==> config.mk <==
export PLATFORM = sky130hd
export DESIGN_NAME = vram_scanout_flat
export DESIGN_NICKNAME = d
export VERILOG_FILES = /design/src/rtl/gpu_pkg.sv /design/src/rtl/vram_scanout_if.sv /design/src/rtl/vram_scanout_delay_line.sv /design/src/rtl/vram_scanout.sv /design/src/flat_wrapper.sv
export SDC_FILE = /design/constraint.sdc
export NUM_CORES = 1
export LEC_CHECK = 0
export CORE_UTILIZATION = 44
export DETAILED_ROUTE_END_ITERATION = 7
export DONT_BUFFER_PORTS = 1
export HOLD_SLACK_MARGIN = 0.05
export SLEW_MARGIN = 10
export SYNTH_ARGS = -nofsm -noshare
export SYNTH_HDL_FRONTEND = slang
export SYNTH_HIERARCHICAL = 1
export SYNTH_SLANG_ARGS = --single-unit
==> constraint.sdc <==
create_clock -name clk -period 2 [get_ports clk]
set_clock_uncertainty 0.15 [all_clocks]
set_input_delay 0.2 -clock clk [delete_from_list [all_inputs] [get_ports clk]]
set_output_delay 0.2 -clock clk [all_outputs]
set_load 0.02 [all_outputs]
==> src/rtl/gpu_pkg.sv <==
// Shared video definitions: default pixel width, the black pixel and the
// per-pixel classification carried down the scan-out pipelines.
package gpu_pkg;

  localparam int DEF_PIX_W = 12;

  localparam logic [DEF_PIX_W-1:0] BLACK = '0;

  typedef enum logic [1:0] {
    BLANK  = 2'd0,
    BORDER = 2'd1,
    WINDOW = 2'd2
  } pix_class_e;

endpackage

==> src/rtl/vram_scanout_if.sv <==
// Frame-buffer read port: the scan-out stage drives the address and VRAM
// returns the pixel a fixed number of cycles later.
interface vram_scanout_if #(
  parameter int ADDR_W = 18,
  parameter int PIX_W  = 12
);
  logic [ADDR_W-1:0] vram_addr;
  logic [PIX_W-1:0]  vram_data;

  modport master (output vram_addr, input vram_data);
  modport slave  (input vram_addr, output vram_data);
endinterface

==> src/rtl/vram_scanout_delay_line.sv <==
// Generic fixed-depth delay line with a programmable reset value; shared by
// the video blocks to carry side-band flags alongside memory accesses.
module delay_line #(
  parameter int               WIDTH   = 1,
  parameter int               DEPTH   = 1,
  parameter logic [WIDTH-1:0] RST_VAL = '0
) (
  input  logic             clk,
  input  logic             rst,
  input  logic [WIDTH-1:0] din,
  output logic [WIDTH-1:0] dout
);

  logic [WIDTH-1:0] pipe [DEPTH];

  always_ff @(posedge clk or posedge rst) begin
    if (rst) begin
      for (int i = 0; i < DEPTH; i++) pipe[i] <= RST_VAL;
    end else begin
      pipe[0] <= din;
      for (int i = 1; i < DEPTH; i++) pipe[i] <= pipe[i-1];
    end
  end

  assign dout = pipe[DEPTH-1];

endmodule

==> src/rtl/vram_scanout.sv <==
// Pixel-fetch stage between the VGA timing generator and the frame buffer:
// classifies each scan position, fetches windowed pixels with scrolling and
// scaling, and returns every pixel with a constant RD_LAT+2 latency.
module vram_scanout import gpu_pkg::*; #(
  parameter int H_ACTIVE = 640,
  parameter int V_ACTIVE = 480,
  parameter int WIN_X0   = 64,
  parameter int WIN_W    = 256,
  parameter int WIN_H    = 240,
  parameter int SCALE    = 1,
  parameter int ADDR_W   = 18,
  parameter int PIX_W    = DEF_PIX_W,
  parameter int RD_LAT   = 1,
  parameter int ROW_W    = 9,
  parameter int COL_W    = 10
) (
  input  logic                       clk,
  input  logic                       rst,
  input  logic [ROW_W-1:0]           row,
  input  logic [COL_W-1:0]           col,
  input  logic [$clog2(WIN_W)-1:0]   scroll_in,
  input  logic                       scroll_we,
  input  logic [PIX_W-1:0]           border_color,
  vram_scanout_if.master             vram,
  output logic [PIX_W-1:0]           vga_data,
  output logic                       frame_start
);

  localparam int SX_W  = $clog2(WIN_W);
  localparam int CAT_W = ROW_W + SX_W;

  logic [SX_W-1:0]   scroll_pend;
  logic [SX_W-1:0]   scroll_act;
  logic              frame_bnd_p0;
  logic [COL_W-1:0]  col_off_p0;
  logic [SX_W-1:0]   sx_p0;
  logic [ROW_W-1:0]  sy_p0;
  logic [CAT_W-1:0]  cat_p0;
  logic [ADDR_W-1:0] addr_p0;
  pix_class_e        cls_p0;
  logic [1:0]        cls_out;

  // Stage 0: classify the scan position and form the source address
  always_comb begin
    frame_bnd_p0 = (row == '0) && (col == '0);
    // Unsigned wrap makes columns left of the window land far above WIN_W<<SCALE.
    col_off_p0   = col - COL_W'(WIN_X0);
    sx_p0        = SX_W'(col_off_p0 >> SCALE) + scroll_act;
    sy_p0        = row >> SCALE;
    cat_p0       = {sy_p0, sx_p0};
    addr_p0      = ADDR_W'(cat_p0);
    if (32'(col) >= H_ACTIVE || 32'(row) >= V_ACTIVE)
      cls_p0 = BLANK;
    else if (32'(col_off_p0) < (WIN_W << SCALE) && 32'(row) < (WIN_H << SCALE))
      cls_p0 = WINDOW;
    else
      cls_p0 = BORDER;
  end

  // A write coincident with the (0,0) sample takes effect for that frame.
  always_ff @(posedge clk or posedge rst) begin
    if (rst) begin
      scroll_pend <= '0;
      scroll_act  <= '0;
    end else begin
      if (scroll_we) scroll_pend <= scroll_in;
      if (frame_bnd_p0) scroll_act <= scroll_we ? scroll_in : scroll_pend;
    end
  end

  // Stage 1: VRAM address issue; address holds outside the window
  always_ff @(posedge clk or posedge rst) begin
    if (rst) begin
      vram.vram_addr <= '0;
      frame_start    <= 1'b0;
    end else begin
      frame_start <= frame_bnd_p0;
      if (cls_p0 == WINDOW) vram.vram_addr <= addr_p0;
    end
  end

  delay_line #(
    .WIDTH   (2),
    .DEPTH   (RD_LAT + 1),
    .RST_VAL (BLANK)
  ) u_cls_dly (
    .clk  (clk),
    .rst  (rst),
    .din  (cls_p0),
    .dout (cls_out)
  );

  // Stage RD_LAT+2: pixel select, aligned with the returning VRAM data
  always_ff @(posedge clk or posedge rst) begin
    if (rst) begin
      vga_data <= '0;
    end else begin
      case (pix_class_e'(cls_out))
        WINDOW:  vga_data <= vram.vram_data;
        BORDER:  vga_data <= border_color;
        default: vga_data <= PIX_W'(BLACK);
      endcase
    end
  end

endmodule
==> src/flat_wrapper.sv <==
// flat-port wrapper written by rule: the top's interface ports become plain ports
module vram_scanout_flat import gpu_pkg::*;
#(
  parameter int H_ACTIVE = 640,
  parameter int V_ACTIVE = 480,
  parameter int WIN_X0   = 64,
  parameter int WIN_W    = 256,
  parameter int WIN_H    = 240,
  parameter int SCALE    = 1,
  parameter int ADDR_W   = 18,
  parameter int PIX_W    = DEF_PIX_W,
  parameter int RD_LAT   = 1,
  parameter int ROW_W    = 9,
  parameter int COL_W    = 10
)
  (clk, rst, row, col, scroll_in, scroll_we, border_color, vga_data, frame_start, vram_vram_addr, vram_vram_data);
  vram_scanout_if #(.ADDR_W(ADDR_W), .PIX_W(PIX_W)) vram_i ();
  input  logic clk;
  input  logic rst;
  input  logic [ROW_W-1:0] row;
  input  logic [COL_W-1:0] col;
  input  logic [$clog2(WIN_W)-1:0] scroll_in;
  input  logic scroll_we;
  input  logic [PIX_W-1:0] border_color;
  output logic [PIX_W-1:0] vga_data;
  output logic frame_start;
  output wire logic [$bits(vram_i.vram_addr)-1:0] vram_vram_addr;
  input wire logic [$bits(vram_i.vram_data)-1:0] vram_vram_data;
  assign vram_vram_addr = vram_i.vram_addr;
  assign vram_i.vram_data = vram_vram_data;
  vram_scanout #(.H_ACTIVE(H_ACTIVE), .V_ACTIVE(V_ACTIVE), .WIN_X0(WIN_X0), .WIN_W(WIN_W), .WIN_H(WIN_H), .SCALE(SCALE), .ADDR_W(ADDR_W), .PIX_W(PIX_W), .RD_LAT(RD_LAT), .ROW_W(ROW_W), .COL_W(COL_W)) u_core (.clk(clk), .rst(rst), .row(row), .col(col), .scroll_in(scroll_in), .scroll_we(scroll_we), .border_color(border_color), .vram(vram_i), .vga_data(vga_data), .frame_start(frame_start));
endmodule
==> flow_metrics.tcl <==
set metrics [dict create \
    grt_max_degree 34 \
    yosys_warnings 6 \
    finalNetCount 315 \
    synth_edf_count 0 \
    antenna_found_initial 0 \
    synth-seq-area-share_pct 52.8 \
    grt_pass1_vias 1738 \
    fillers 414 \
    grt_util_met1_pct 22.5 \
    grt_pass1_wl_mm 7.89 \
    htree_levels 2 \
    routedWlPerCell_um 16.2 \
    critPathRequiredTime_ps 2040 \
    drt_iter0_drc 74 \
    power_density_nw_per_um2 692 \
    crit_arrival_ps 1960 \
    core_um2 5110 \
    synth_area_um2 2320 \
    clk_latency_ps 290 \
    use_met3_pct 7.10 \
    hold_ws_ps 69.1 \
    fin_crit_ps 1920 \
    multi_input_area_um2 1000 \
    finalCritPeriodShare_pct 95.8 \
    irDropWorstVdd_mv 0.315 \
    ys_ff_latch 49 \
    die_h_um 74.7 \
    grt_use_met2_pct 33.6 \
    synth.top_cell.area_share_pct 52.8 \
    gp_congestion 0.815 \
    die_area_um2 5570 \
    min_from "col[5]" \
    io_buffers 0 \
    drive_above_1_share_pct 12.0 \
    synthToLayoutAreaGrowth_pct 32.3 \
    diodes 0 \
    synth.most_common_cell "dfrtp_1" \
    num_vias 1639 \
    die_x_um 74.7 \
    p_leak_nw 1.39 \
    clk_path_buf_depth 2 \
    seq_area_um2 1230 \
    setup_tns_ps 0 \
    synth_commonest_cells "dfrtp_1 (49), mux2_1 (19), nor2_1 (15)" \
    end_kind "flip-flop" \
    busiest_layer "met2" \
    drv_slew 0 \
    cts_tree "yes" \
    cts.clk_slew.worst_paths_ps 80 \
    synth_cell_types 39 \
    hold_class "input port to flip-flop" \
    io_pins 85 \
    max_freq_mhz 522 \
    synth_area_leaders "dfrtp_1 (53%), mux2_1 (9.2%), ha_1 (5.9%)" \
    crit_start "col[4]" \
    critPathMaxFanout 3 \
    via_per_inst 5.12 \
    r2r-start "u_core/scroll_act[2]" \
    cp-start-kind "input port" \
    overflow 0 \
    cts_sinks 49 \
    num_rows 26 \
    final-setup-viol-count 0 \
    postSynthAreaPerCell_um2 12.4 \
    rsz0062_at_grt "no" \
    first_pass_iters 4 \
    status "finished clean" \
    final_antenna_net_count 0 \
    critPathKind "input port to flip-flop" \
    route.detailed.drc 0 \
    synth_top_cell_by_area "dfrtp_1" \
    clock-root-buffer "clkbuf_8" \
    synthArstFlopShare_pct 100 \
    final_util_pct 60.2 \
    hpwl_mm 3.23 \
    final_hold_viol_count 0 \
    ys.flop_type "dfrtp_1" \
    cts_buffers 5 \
    max_cap_viol_count 0 \
    syn-instance-count 188 \
    grt.total_usage_pct 19.5 \
    initial_core_util_pct 45.5 \
    drt_wl_total_mm 5.18 \
]
## per-layer routing
metal  part of all wire [%]  vias to the layer above
met5                      0                        -
met4                    1.5                        0
met1                     42                      788
met3                    6.8                        8
li1                       -                      774
met2                     50                       69
## state kept, by name (all words and copies together) (netlist names)
name / flops
u_core/u_cls_dly/pipe: 2
u_core/u_cls_dly/dout: 2
u_core/scroll_act: 8
u_core/vram.vram_addr: 16
u_core/vga_data: 12
u_core/frame_start: 1
u_core/scroll_pend: 8
## logic make-up (layout without fill, tap and decap cells)
logic type	count (synthesis)	in the layout	synth area share, %
xor+xnor	7	7	2.64
simple gates	38	38	9.97
mux	26	26	13.7
compound gates	33	33	9.32
fa+ha+maj	12	12	6.79
flops	49	49	52.8
other cells	1	2	0.161
buf+inv	22	83	4.58
## report_power, final
part / internal [W] / total, W / switching [W]
Clock: 0.000247 / 0.000560 / 0.000313
Sequential: 0.00108 / 0.00122 / 0.000142
Combinational: 0.000193 / 0.000345 / 0.000152
## placed cells by master (no fill, tap or decap), drive strengths merged
master / count
dfrtp: 49
o21ai: 10
nor4b: 1
ha: 11
a22oi: 12
a21o: 1
buf: 4
a21oi: 4
nor3: 1
nand3: 3
nor4: 2
clkbuf: 6
nand4: 3
fa: 1
nor2: 16
a21boi: 1
nor3b: 1
o211a: 1
and3: 1
o31ai: 1
xnor2: 4
dlygate4sd3: 58
clkinvlp: 2
o31a: 1
mux2: 26
xor2: 3
nor2b: 1
or4: 1
o21bai: 1
conb: 2
o21a: 1
inv: 12
nand2: 8
dlymetal6s4s: 1
## worst paths after layout
check                           slack [ps]                       end  cells past startpoint
worst max-delay path                    80  u_core/u_cls_dly/pipe[2]                      7
worst min-delay path                    70        u_core/frame_start                      3
worst max register to register         100  u_core/vram.vram_addr[5]                      6
worst min register to register         200  u_core/u_cls_dly/dout[0]                      0
max in group asynchronous              840  u_core/vram.vram_addr[5]                      3
min in group asynchronous              110  u_core/u_cls_dly/pipe[2]                      2
## through the flow
stage	std cells	cell area [µm²]	total power (W)	setup WS (ps)
finish	320	3070	0.00213	83.2
global route	320	3070	0.00224	6.39
CTS	317	3030	0.00214	55.0
detailed placement	252	2370	0.00145	82.5
global placement	252	2370	0.00144	119
floorplan	189	2330	0.00141	186
## worst max-delay path, cell delays in order
cell and delay (ps):
dlygate4sd3_1 560, nor2_1 210, nand3_1 110, nand3_1 100, o21ai_0 80, dlygate4sd3_1 550, and3_1 140
## timing repair
action                                 4_1_cts  5_1_grt
endpoints found under the hold margin       84        1
hold buffers                                57        2
buffers inserted                             0        1
setup endpoints to repair                    0       13
gates resized for setup                      0        5
## layout make-up
cell class	count	area share, %
Timing Repair Buffer	63	20.3
Clock buffer	6	2.36
Inverter	12	1.47
Tap cell	70	2.85
Multi-Input combinational cell	118	32.7
Clock inverter	2	0.489
Sequential cell	49	39.9
No activity file was read; power rests on OpenSTA's default activity.
